$ cat src/rtl/mem_arbiter.sv
// rtl/mem_arbiter.sv - round-robin icache/dcache arbiter for a single word-wide memory port
// Serialises whole-line refills and write-backs as word beats and returns assembled lines.
module mem_arbiter #(
    parameter int ADDR_WID  = 32,
    parameter int WORD_WID  = 32,
    parameter int BURST_LEN = 4
) (
    input  logic                          clk,
    input  logic                          rst,
    input  logic                          i_req,
    input  logic [ADDR_WID-1:0]           i_addr,
    output logic                          i_done,
    input  logic                          d_req,
    input  logic                          d_we,
    input  logic [ADDR_WID-1:0]           d_addr,
    input  logic [WORD_WID*BURST_LEN-1:0] d_wline,
    output logic                          d_done,
    output logic [WORD_WID*BURST_LEN-1:0] line_out,
    output logic                          busy,
    output logic                          mem_req,
    output logic                          mem_we,
    output logic [ADDR_WID-1:0]           mem_addr,
    output logic [WORD_WID-1:0]           mem_wdata,
    input  logic                          mem_ack,
    input  logic [WORD_WID-1:0]           mem_rdata
);
    localparam int LINE_WID = WORD_WID * BURST_LEN;
    localparam int OFF      = $clog2(4 * BURST_LEN);
    localparam int BEAT_W   = (BURST_LEN > 1) ? $clog2(BURST_LEN) : 1;
    localparam logic [BEAT_W-1:0] LAST_BEAT = BEAT_W'(BURST_LEN - 1);

    typedef enum logic [1:0] {IDLE, ACCESS, RESP} state_t;

    state_t              state;
    logic                owner_d;       // 1 = dcache owns the current transfer
    logic                last_grant_d;  // 1 = dcache was served last
    logic                we_q;
    logic [ADDR_WID-1:0] base;
    logic [LINE_WID-1:0] wline;
    logic [LINE_WID-1:0] line_buf;
    logic [LINE_WID-1:0] line_merge;
    logic [BEAT_W-1:0]   beat;
    logic [BEAT_W-1:0]   next_beat;
    logic [ADDR_WID-1:0] next_addr;
    logic [ADDR_WID-1:0] i_base;
    logic [ADDR_WID-1:0] d_base;
    logic                grant_d;
    logic                unused_addr_bits;

    assign i_base           = {i_addr[ADDR_WID-1:OFF], {OFF{1'b0}}};
    assign d_base           = {d_addr[ADDR_WID-1:OFF], {OFF{1'b0}}};
    assign unused_addr_bits = ^{i_addr[OFF-1:0], d_addr[OFF-1:0]};

    always_comb begin
        grant_d    = d_req && (!i_req || !last_grant_d);
        next_beat  = beat + 1'b1;
        next_addr  = base + (ADDR_WID'(next_beat) << 2);
        line_merge = line_buf;
        line_merge[int'(beat)*WORD_WID +: WORD_WID] = mem_rdata;
    end

    always_ff @(posedge clk or posedge rst) begin
        if (rst) begin
            state        <= IDLE;
            mem_req      <= 1'b0;
            mem_we       <= 1'b0;
            mem_addr     <= '0;
            mem_wdata    <= '0;
            i_done       <= 1'b0;
            d_done       <= 1'b0;
            busy         <= 1'b0;
            line_out     <= '0;
            last_grant_d <= 1'b0;
            owner_d      <= 1'b0;
            we_q         <= 1'b0;
            base         <= '0;
            wline        <= '0;
            line_buf     <= '0;
            beat         <= '0;
        end else begin
            case (state)
                IDLE: begin
                    if (i_req || d_req) begin
                        owner_d <= grant_d;
                        base    <= grant_d ? d_base : i_base;
                        we_q    <= grant_d && d_we;
                        if (grant_d && d_we)
                            wline <= d_wline;
                        beat    <= '0;
                        busy    <= 1'b1;
                        state   <= ACCESS;
                    end
                end
                ACCESS: begin
                    // First ACCESS cycle loads beat 0 onto the port; acks before that are ignored.
                    if (!mem_req) begin
                        mem_req   <= 1'b1;
                        mem_we    <= we_q;
                        mem_addr  <= base;
                        mem_wdata <= wline[WORD_WID-1:0];
                    end else if (mem_ack) begin
                        if (!we_q)
                            line_buf <= line_merge;
                        if (beat == LAST_BEAT) begin
                            mem_req <= 1'b0;
                            mem_we  <= 1'b0;
                            state   <= RESP;
                            if (owner_d)
                                d_done <= 1'b1;
                            else
                                i_done <= 1'b1;
                            if (!we_q)
                                line_out <= line_merge;
                        end else begin
                            beat      <= next_beat;
                            mem_addr  <= next_addr;
                            mem_wdata <= wline[int'(next_beat)*WORD_WID +: WORD_WID];
                        end
                    end
                end
                RESP: begin
                    i_done       <= 1'b0;
                    d_done       <= 1'b0;
                    last_grant_d <= owner_d;
                    busy         <= 1'b0;
                    state        <= IDLE;
                end
                default: state <= IDLE;
            endcase
        end
    end
endmodule

$ cat config.mk
export PLATFORM = sky130hd
export DESIGN_NAME = mem_arbiter
export DESIGN_NICKNAME = d
export VERILOG_FILES = /design/src/rtl/mem_arbiter.sv
export SDC_FILE = /design/constraint.sdc
export NUM_CORES = 1
export LEC_CHECK = 0
export CAP_MARGIN = 5
export CORE_UTILIZATION = 40
export CTS_BUF_LIST = sky130_fd_sc_hd__clkbuf_16
export DETAILED_ROUTE_END_ITERATION = 10
export HOLD_SLACK_MARGIN = 0.1
export PLACE_DENSITY = 0.65
export SETUP_SLACK_MARGIN = 0.4
export SLEW_MARGIN = 20
export SYNTH_ARGS = -nofsm -noshare
export SYNTH_HDL_FRONTEND = slang
export SYNTH_SLANG_ARGS = --single-unit
$ cat constraint.sdc
create_clock -name clk -period 36.6 [get_ports clk]
set_input_delay 7.32 -clock clk [delete_from_list [all_inputs] [get_ports clk]]
set_output_delay 7.32 -clock clk [all_outputs]
set_load 0.05 [all_outputs]
Word-level counts from Yosys, hierarchy flattened
Cells that the tools add are included.
{"block": "word_totals", "register_bits": 492, "input_bits": 230, "elab_cells": 93}
{"block": "classes", "n_eq_ne": 13, "muxes": 36, "n_reduce_logical": 21, "bitwise_logic": 1, "shifts": 3, "addsub": 3}
{"cell": "$mux W32", "n": 7}
{"cell": "$bwmux W128", "n": 1}
{"cell": "$shift A32 B33 Y128 const A", "n": 1}
{"cell": "$shiftx A128 B8 Y32", "n": 1}
{"cell": "$shiftx A32 B33 Y128", "n": 1}
{"cell": "$neg A7 Y33", "n": 1}
{"cell": "$add A32 B4 Y32", "n": 1}
{"cell": "$reduce_and A5 Y1", "n": 4}
{"cell": "$mux W2", "n": 8}
{"cell": "$ne A2 B2 Y1 const B", "n": 8}
{"cell": "$mux W1", "n": 15}
{"cell": "$reduce_and A3 Y1", "n": 3}
{"cell": "$pmux W2 S2", "n": 2}
{"cell": "$reduce_and A4 Y1", "n": 2}
{"cell": "$pmux W1 S2", "n": 3}
{"cell": "$reduce_bool A2 Y1", "n": 3}
{"cell": "$eq A2 B2 Y1 const B", "n": 2}
{"cell": "$ne A2 B1 Y1 const B", "n": 2}
{"cell": "$reduce_and A2 Y1", "n": 2}
{"cell": "$add A2 B1 Y2 const B", "n": 1}
{"cell": "$eq A2 B1 Y1 const B", "n": 1}
{"cell": "$logic_and A1 B1 Y1", "n": 2}
{"cell": "$logic_not A1 Y1", "n": 2}
{"cell": "$logic_not A2 Y1", "n": 1}
{"cell": "2 further kinds", "n": 3}

Logic depth before layout (Yosys ltp)
Gate-level depths: netlist of the first run.
{"block": "logic_depth", "ltp_word": 5, "mapped_depth": 12, "mapped_depth_nobuf": 6}

Worst setup path after synthesis of the first run
No wires, ideal clock.
{"block": "synth_timing", "path_type": "input to register", "from": "in d_req", "to": "reg wline[100]", "arrival_time_ps": 8341, "path_stages": 5, "setup_time_ps": 128, "path_buffers": 2, "setup_slack_ps": 28131, "required_ps": 36472, "cell_sequence": "a21boi_1 -> nand3_1 -> clkbuf_1 -> buf_2 -> mux2_1"}
{"block": "synth_via", "elab_chain_len": 3}
{"element": "from (decl)", "line": "13", "text": "input logic d_req,"}
{"element": "$logic_and A1 B1 Y1", "line": "55", "text": "grant_d = d_req && (!i_req || !last_grant_d);"}
{"element": "$logic_and A1 B1 Y1", "line": "87", "text": "if (grant_d && d_we)"}
{"element": "$reduce_and A3 Y1 (no line) (*)"}
{"element": "to (signal assigned)", "line": "88", "text": "wline <= d_wline;"}
{"element": "to (decl)", "line": "39", "text": "logic [LINE_WID-1:0] wline;"}
Every way passes the cells marked *; elsewhere a longest branch is shown, timed or not.
A chain may end at the register's enable or synchronous reset.

Worst setup path after layout of the first run
{"block": "layout_timing", "from": "in d_req", "to": "reg wline[23]"}
The elaborated chain is that of the path after synthesis.

==> insert_results.sql, run 1 <==
INSERT INTO impl_metrics (metric_group, metric, value, unit) VALUES
('routing', 'avgViaCountPerCell', '5.269', ''),
('routing', 'dr.pass1.iters', '5', ''),
('logic_synthesis', 'ys_top_cells_by_area', 'sky130_fd_sc_hd__dfrtp_1 60%, sky130_fd_sc_hd__a21oi_1 6.3%, sky130_fd_sc_hd__mux2_1 6.0%', ''),
('cells_and_area', 'layout-drive-gt1-share', '0.05896', ''),
('logic_synthesis', 'synth_edf_count', '0', ''),
('job', 'drv_cap', '0', ''),
('grt', 'grt_usage', '0.2248', ''),
('grt', 'initial_antenna_violation_count', '14', ''),
('timing', 'max_slew.worst_pin.slew', '1153', 'ps'),
('cts', 'clockBufferDepth', '3', ''),
('cts', 'cts_made_buffers', '53', ''),
('logic_synthesis', 'seq_area_frac_synth', '0.5956', ''),
('cells_and_area', 'area_delta_synth_final', '30.34', '%'),
('routing', 'drc_errors', '0', ''),
('logic_synthesis', 'yosysMostFrequentCell', 'sky130_fd_sc_hd__dfrtp_1', ''),
('cells_and_area', 'total_of_fill_cells_in_the_finished_design', '4431', ''),
('cells_and_area', 'multi_input_comb_area', '7565', 'µm²'),
('floorplanning', 'die_width', '227.9', 'µm'),
('hold_path', 'holdCritPathClass', 'reg -> reg', ''),
('timing', 'fin_worst_skew', '24.37', 'ps'),
('grt', 'grt_first_pass_wirelength', '91740', 'µm'),
('place', 'hpwl', '37120', 'µm'),
('routing', 'ant_nets', '0', ''),
('logic_synthesis', 'postSynthRegisterBits', '486', ''),
('timing', 'rsz0062_at_grt', 'false', ''),
('place', 'gp_congestion', '0.7960', ''),
('cts', 'path_clk_slew', '60', 'ps'),
('setup_path', 'worst_setup_end_kind', 'flip-flop', ''),
('grt', 'globalRouteOverflowTotal', '0', ''),
('setup_path', 'startpoint_type', 'input port', ''),
('logic_synthesis', 'synthTopCellsByCount', '486 x sky130_fd_sc_hd__dfrtp_1, 257 x sky130_fd_sc_hd__a21oi_1, 189 x sky130_fd_sc_hd__nand2_1', ''),
('cts', 'cts_repair_resizes', '0', ''),
('grt', 'grt_max_degree', '257', ''),
('routing', 'totalWireLength', '58390', 'µm'),
('cts', 'clock_tree_root_driver_cell', 'sky130_fd_sc_hd__clkbuf_16', ''),
('timing', 'finalSetupTns', '0', 'ps'),
('timing', 'timing.fmax', '104.0', 'MHz'),
('setup_path', 'timing.critical_path.cells', 'clkdlybuf4s50_1, a21boi_4, nand3_4, buf_4, mux2_1', ''),
('logic_synthesis', 'count_of_yosys_warnings_during_synthesis', '0', ''),
('routing', 'wl_per_cell', '20.13', 'µm'),
('floorplanning', 'dieHeight', '227.9', 'µm'),
('setup_path', 'crit_fanout', '70', ''),
('timing', 'layout_worst_path_cycle_share', '0.2627', ''),
('cells_and_area', 'finalNonFillerCells', '2900', ''),
('outcome', 'status', 'finished, final reports clean', ''),
('timing', 'timing.max_slew.rel_slack', '0.2312', ''),
('logic_synthesis', 'ys_async_sr_fraction', '1.000', ''),
('cts', 'clock_insertion_delay_worst_skew', '600', 'ps'),
('cts', 'cts_post_setup_buffers_inserted', '0', ''),
('logic_synthesis', 'netlist_area', '20420', 'µm²'),
('setup_path', 'slowest_stage', 'sky130_fd_sc_hd__nand3_4', ''),
('routing', 'num_vias', '15280', ''),
('power_and_ir_drop', 'vdd.ir_drop.worst', '0.05241', 'mV'),
('logic_synthesis', 'syn_inst', '1864', ''),
('floorplanning', 'ioPinCount', '427', ''),
('logic_synthesis', 'ys.flop_type', 'sky130_fd_sc_hd__dfrtp_1', ''),
('logic_synthesis', 'yosysTopAreaCellShare', '0.5956', ''),
('power_and_ir_drop', 'power_density', '99.73', 'nW/µm²'),
('cells_and_area', 'regArea', '12160', 'µm²'),
('setup_path', 'worstSetupPathType', 'in -> reg', ''),
('cts', 'hold_buffers', '0', ''),
('logic_synthesis', 'avgSynthCellArea', '10.96', 'µm²'),
('routing', 'first_iter_violations', '1056', ''),
('cells_and_area', 'final_nets', '2416', ''),
('cts', 'cts_tree', 'yes', ''),
('floorplanning', 'start_util', '0.4062', ''),
('timing', 'setup-violations-final', '0', ''),
('logic_synthesis', 'yosysTopAreaCell', 'sky130_fd_sc_hd__dfrtp_1', ''),
('setup_path', 'max_stage_delay', '740', 'ps'),
('grt', 'via_count_of_the_first_global_routing_pass', '15620', ''),
('floorplanning', 'floorplan_die_area', '51960', 'µm²');
## state kept, by name, summed over array words and instances (netlist names)
name and count:
busy 1, i_done 1, mem_we 1, mem_wdata 32, last_grant_d 1, beat 2
mem_req 1, line_buf 128, owner_d 1, wline 128, state 2, mem_addr 30
line_out 128, base 28, d_done 1, we_q 1
## final timing paths
path,cells past startpoint,start,slack (ps),endpoint
worst max-delay path,5,d_req,26980,wline[23]
worst min-delay path,2,base[24],460,mem_addr[24]
worst max register to register,7,beat[0],32030,line_buf[64]
worst min register to register,2,base[24],460,mem_addr[24]
max in group asynchronous,3,rst,27700,mem_addr[4]
min in group asynchronous,2,rst,7340,line_out[88]
## routing by layer
layer | vias to the layer above | wire length, µm | track usage
li1 | 7089 | - | -
met1 | 7628 | 24610 | 0.2892
met2 | 457 | 27660 | 0.3648
met3 | 95 | 4659 | 0.06888
met4 | 12 | 1376 | 0.06607
met5 | - | 82 | 0
## logic make-up after synthesis
logic type / share of synthesized area
buf+inv: 0.03903
simple gates: 0.1176
mux: 0.08541
compound gates: 0.1585
flops: 0.5956
other cells: 0.0001836
fa+ha+maj: 0.003676
## placed cells by master (no fill, tap or decap), drive strengths merged
cell / netlist / layout
o21ai: 95 / 95
and4: 1 / 1
clkinvlp: 0 / 3
inv: 6 / 21
nor3: 4 / 4
nor2b: 130 / 130
o211ai: 2 / 2
conb: 1 / 2
a32o: 6 / 6
a21oi: 258 / 258
o21a: 1 / 1
nor3b: 1 / 1
nor2: 134 / 134
clkbuf: 86 / 53
buf: 86 / 16
nand3b: 1 / 1
a22o: 125 / 125
or3: 1 / 1
nand2: 189 / 189
o32ai: 1 / 1
a2111o: 1 / 1
bufinv: 0 / 6
o22ai: 1 / 1
and2: 6 / 6
clkinv: 0 / 20
ha: 6 / 6
a22oi: 31 / 31
nand2b: 4 / 4
o31ai: 2 / 2
mux2: 130 / 130
diode: 0 / 6
nand3: 6 / 6
dfrtp: 486 / 486
and3: 33 / 33
a21boi: 1 / 1
clkdlybuf4s50: 0 / 416
a21o: 1 / 1
mux2i: 28 / 28
## stage by stage
stage / power, mW / utilization / hold slack (ps) / area, µm² / setup WS [ps]
final: 2.654 / 0.5294 / 461.8 / 26620 / 26980
after global routing: 2.808 / 0.5293 / 479.7 / 26610 / 26840
after CTS: 2.682 / 0.5290 / 465.0 / 26590 / 26770
after detailed placement: 2.148 / 0.4955 / 456.6 / 24910 / 26140
after global placement: 2.122 / 0.4955 / 451.9 / 24910 / 26260
after floorplan: 1.730 / - / 438.6 / 20420 / 15720
## critical path, delay by kind of cell
family | cells | cell delay (ps)
muxes | 1 | 440
and+or+nand+nor | 1 | 740
AOI/OAI and AO/OA | 1 | 240
buffers and inverters | 2 | 1260
## layout make-up
type | count | area share
antenna | 6 | 0.0005641
sequential | 486 | 0.4570
inverter | 6 | 0.001128
tap | 672 | 0.03159
timing repair buffer | 432 | 0.1624
multi-input combinational | 1201 | 0.2842
clock buffer | 53 | 0.04983
clock inverter | 44 | 0.01335
## report_power, final
part	internal (mW)	total [mW]	switching (mW)
sequential	0.786	0.927	0.141
clock	0.304	0.522	0.218
combinational	0.440	1.21	0.766
No activity file was read; power rests on OpenSTA's default activity.
==> inputs of run 2 (changes only) <==
--- a/config.mk
+++ b/config.mk
@@ -10,7 +10,7 @@
 export CTS_BUF_LIST = sky130_fd_sc_hd__clkbuf_16
 export DETAILED_ROUTE_END_ITERATION = 10
 export HOLD_SLACK_MARGIN = 0.1
-export PLACE_DENSITY = 0.65
+export PLACE_DENSITY = 0.68
 export SETUP_SLACK_MARGIN = 0.4
 export SLEW_MARGIN = 20
 export SYNTH_ARGS = -nofsm -noshare
==> constraint.sdc (replaced) <==
create_clock -name clk -period 8.1 [get_ports clk]
set_input_delay 1.62 -clock clk [delete_from_list [all_inputs] [get_ports clk]]
set_output_delay 1.62 -clock clk [all_outputs]
set_load 0.05 [all_outputs]
==> run 2 against run 1 <==
Non-clock buffer count unchanged. Highest routed layer unchanged. Count of clock-buffer cells in the layout increased by 2. Clock skew is 12 ps lower.
==> insert_results.sql, run 2 (same netlist as run 1, synthesis figures left out) <==
INSERT INTO impl_metrics (metric_group, metric, value, unit) VALUES
('outcome', 'status', 'finished, final reports clean', ''),
('setup_path', 'worstPathArrival', '4700', 'ps'),
('setup_path', 'timing.reg2reg.worst_path_depth', '6', ''),
('setup_path', 'worstSetupPathType', 'in -> reg', ''),
('routing', 'first_iter_violations', '968', ''),
('timing', 'rsz0062_at_grt', 'false', ''),
('timing', 'timing_hold_violations_final', '0', ''),
('cts', 'path_clk_slew', '60', 'ps'),
('floorplanning', 'die_width', '227.9', 'µm'),
('grt', 'grt_max_degree', '257', ''),
('grt', 'initial_antenna_violation_count', '4', ''),
('cells_and_area', 'final_util', '0.5289', ''),
('timing', 'layout_worst_path_cycle_share', '0.5230', ''),
('cts', 'cts_tree', 'yes', ''),
('routing', 'ant_nets', '0', ''),
('power_and_ir_drop', 'power.total', '11.97', 'mW'),
('hold_path', 'endpoint_worst_hold', 'mem_addr[6]', ''),
('cts', 'cts_post_setup_buffers_inserted', '0', ''),
('cts', 'clock_tree_root_driver_cell', 'sky130_fd_sc_hd__clkbuf_16', ''),
('routing', 'avgViaCountPerCell', '5.277', ''),
('grt', 'via_count_of_the_first_global_routing_pass', '15780', ''),
('cts', 'cts_repair_resizes', '0', ''),
('cts', 'numClockSinks', '486', ''),
('floorplanning', 'dieHeight', '227.9', 'µm'),
('hold_path', 'holdCritPathClass', 'reg -> reg', ''),
('cells_and_area', 'layout_top_registers', 'line_buf: 128 flops, line_out: 128 flops, wline: 128 flops', ''),
('setup_path', 'startpoint_type', 'input port', ''),
('cts', 'clock_insertion_delay_worst_skew', '590', 'ps'),
('timing', 'pnr_worst_setup_slack', '3864', 'ps'),
('setup_path', 'timing.reg2reg.setup_slack', '3980', 'ps'),
('timing', 'setup-violations-final', '0', ''),
('floorplanning', 'start_util', '0.4062', ''),
('floorplanning', 'floorplan_die_area', '51960', 'µm²'),
('setup_path', 'worstPathRequired', '8570', 'ps'),
('grt', 'grt_first_pass_wirelength', '91700', 'µm'),
('floorplanning', 'floorplan.core_area', '50270', 'µm²'),
('grt', 'globalRouteOverflowTotal', '0', ''),
('power_and_ir_drop', 'power_density', '450.0', 'nW/µm²'),
('timing', 'max_slew.worst_pin.slew', '1074', 'ps'),
('setup_path', 'crit_fanout', '64', ''),
('power_and_ir_drop', 'vdd.ir_drop.worst', '0.2173', 'mV'),
('hold_path', 'hold_crit_depth', '2', ''),
('routing', 'totalWireLength', '57840', 'µm'),
('floorplanning', 'ioPinCount', '427', ''),
('cts', 'clockBufferDepth', '3', ''),
('grt', 'grt_usage', '0.2238', ''),
('cells_and_area', 'total_of_fill_cells_in_the_finished_design', '4462', ''),
('timing', 'layout_min_cycle_time', '4236', 'ps'),
('power_and_ir_drop', 'leakagePower', '11.71', 'nW'),
('routing', 'dr.pass1.iters', '5', ''),
('setup_path', 'worst_setup_end_kind', 'flip-flop', ''),
('job', 'drv_cap', '0', ''),
('place', 'hpwl', '35730', 'µm'),
('timing', 'finalMaxSlewViolations', '0', ''),
('setup_path', 'r2r-start', 'beat[0]', ''),
('cells_and_area', 'most_common_cell_after_layout_fill_and_taps_aside', 'sky130_fd_sc_hd__dfrtp_1', ''),
('place', 'pre_cts_slack', '3255', 'ps'),
('routing', 'num_vias', '15240', ''),
('place', 'gp_congestion', '0.7641', ''),
('setup_path', 'terminus_of_the_critical_flop_to_flop_path', 'line_buf[51]', ''),
('cells_and_area', 'area_delta_synth_final', '30.21', '%'),
('timing', 'fin_worst_skew', '12.28', 'ps'),
('cts', 'h-tree-depth', '2', ''),
('timing', 'timing.fmax', '236.1', 'MHz'),
('cells_and_area', 'layout.cells.most_common_list', '485 x sky130_fd_sc_hd__dfrtp_1, 416 x sky130_fd_sc_hd__clkdlybuf4s50_1, 257 x sky130_fd_sc_hd__a21oi_1, 185 x sky130_fd_sc_hd__nand2_1, 133 x sky130_fd_sc_hd__nor2_1', ''),
('cts', 'cts_made_buffers', '53', ''),
('place', 'placement.io_buffers', '416', ''),
('hold_path', 'hold_start', 'base[6]', ''),
('floorplanning', 'rows', '82', ''),
('routing', 'wl_per_cell', '20.02', 'µm'),
('routing', 'drc_errors', '0', ''),
('cells_and_area', 'final_nets', '2416', ''),
('timing', 'timing.max_slew.rel_slack', '0.2803', ''),
('cts', 'hold_buffers', '0', ''),
('timing', 'finalSetupTns', '0', 'ps'),
('cells_and_area', 'layout-drive-gt1-share', '0.06137', '');
## run 2: cell count changes in the layout (fill, tap and decap cells not counted), sizes merged
cell and delta:
diode -5, clkinvlp +1, inv -8, bufinv -3
clkbuf +2, clkinv +2
## run 2: worst max path at each step
stage,startpoint,endpoint,slack [ps],cells after the start
detailed placement,d_req,wline[54],3260,6
floorplan,rst,base[10],-110,1
global placement,d_req,wline[86],3330,6
finish,d_req,wline[54],3860,6
global route,d_req,wline[86],3690,6
CTS,d_req,wline[54],3890,6
## run 2: area by class of cell
type                       instances  area (µm²)  area share
clock buffer                      55        1376     0.05176
antenna                            1       2.502  0.00009411
sequential                       486       12160      0.4574
tap                              672       840.8     0.03162
clock inverter                    36       254.0    0.009552
multi-input combinational       1201        7574      0.2848
timing repair buffer             432        4354      0.1637
inverter                           6       26.28   0.0009881
## run 2: worst max-delay path, cell delays in order
cell                              delay [ps]
sky130_fd_sc_hd__clkdlybuf4s50_1         560
sky130_fd_sc_hd__a21boi_4                190
sky130_fd_sc_hd__buf_4                   450
sky130_fd_sc_hd__nand3_4                 820
sky130_fd_sc_hd__buf_4                   610
sky130_fd_sc_hd__mux2_1                  380
## run 2: metal layers
layer	up-vias	routed length (µm)	share of wire	track usage
met5	-	27	0.00047	0
met4	4	1173	0.020	0.06187
met3	75	4723	0.082	0.07125
met2	436	27580	0.48	0.3659
met1	7653	24340	0.42	0.2853
li1	7076	-	-	-
## run 2: where the power goes
group / total, mW / internal (mW) / leakage, nW / switching [mW]
Clock: 2.29 / 1.32 / 0.814 / 0.978
Combinational: 5.51 / 2.00 / 4.77 / 3.51
Sequential: 4.17 / 3.55 / 6.13 / 0.616
## run 2: metrics by stage
stage          cells  hold slack (ps)  area [µm²]
2_1_floorplan   1865            438.6       20430
3_3_place_gp    2796            449.7       24920
3_5_place_dp    2796            448.9       24920
4_1_cts         2887            466.6       26550
5_1_grt         2889            486.6       26590
6_report        2889            459.6       26590
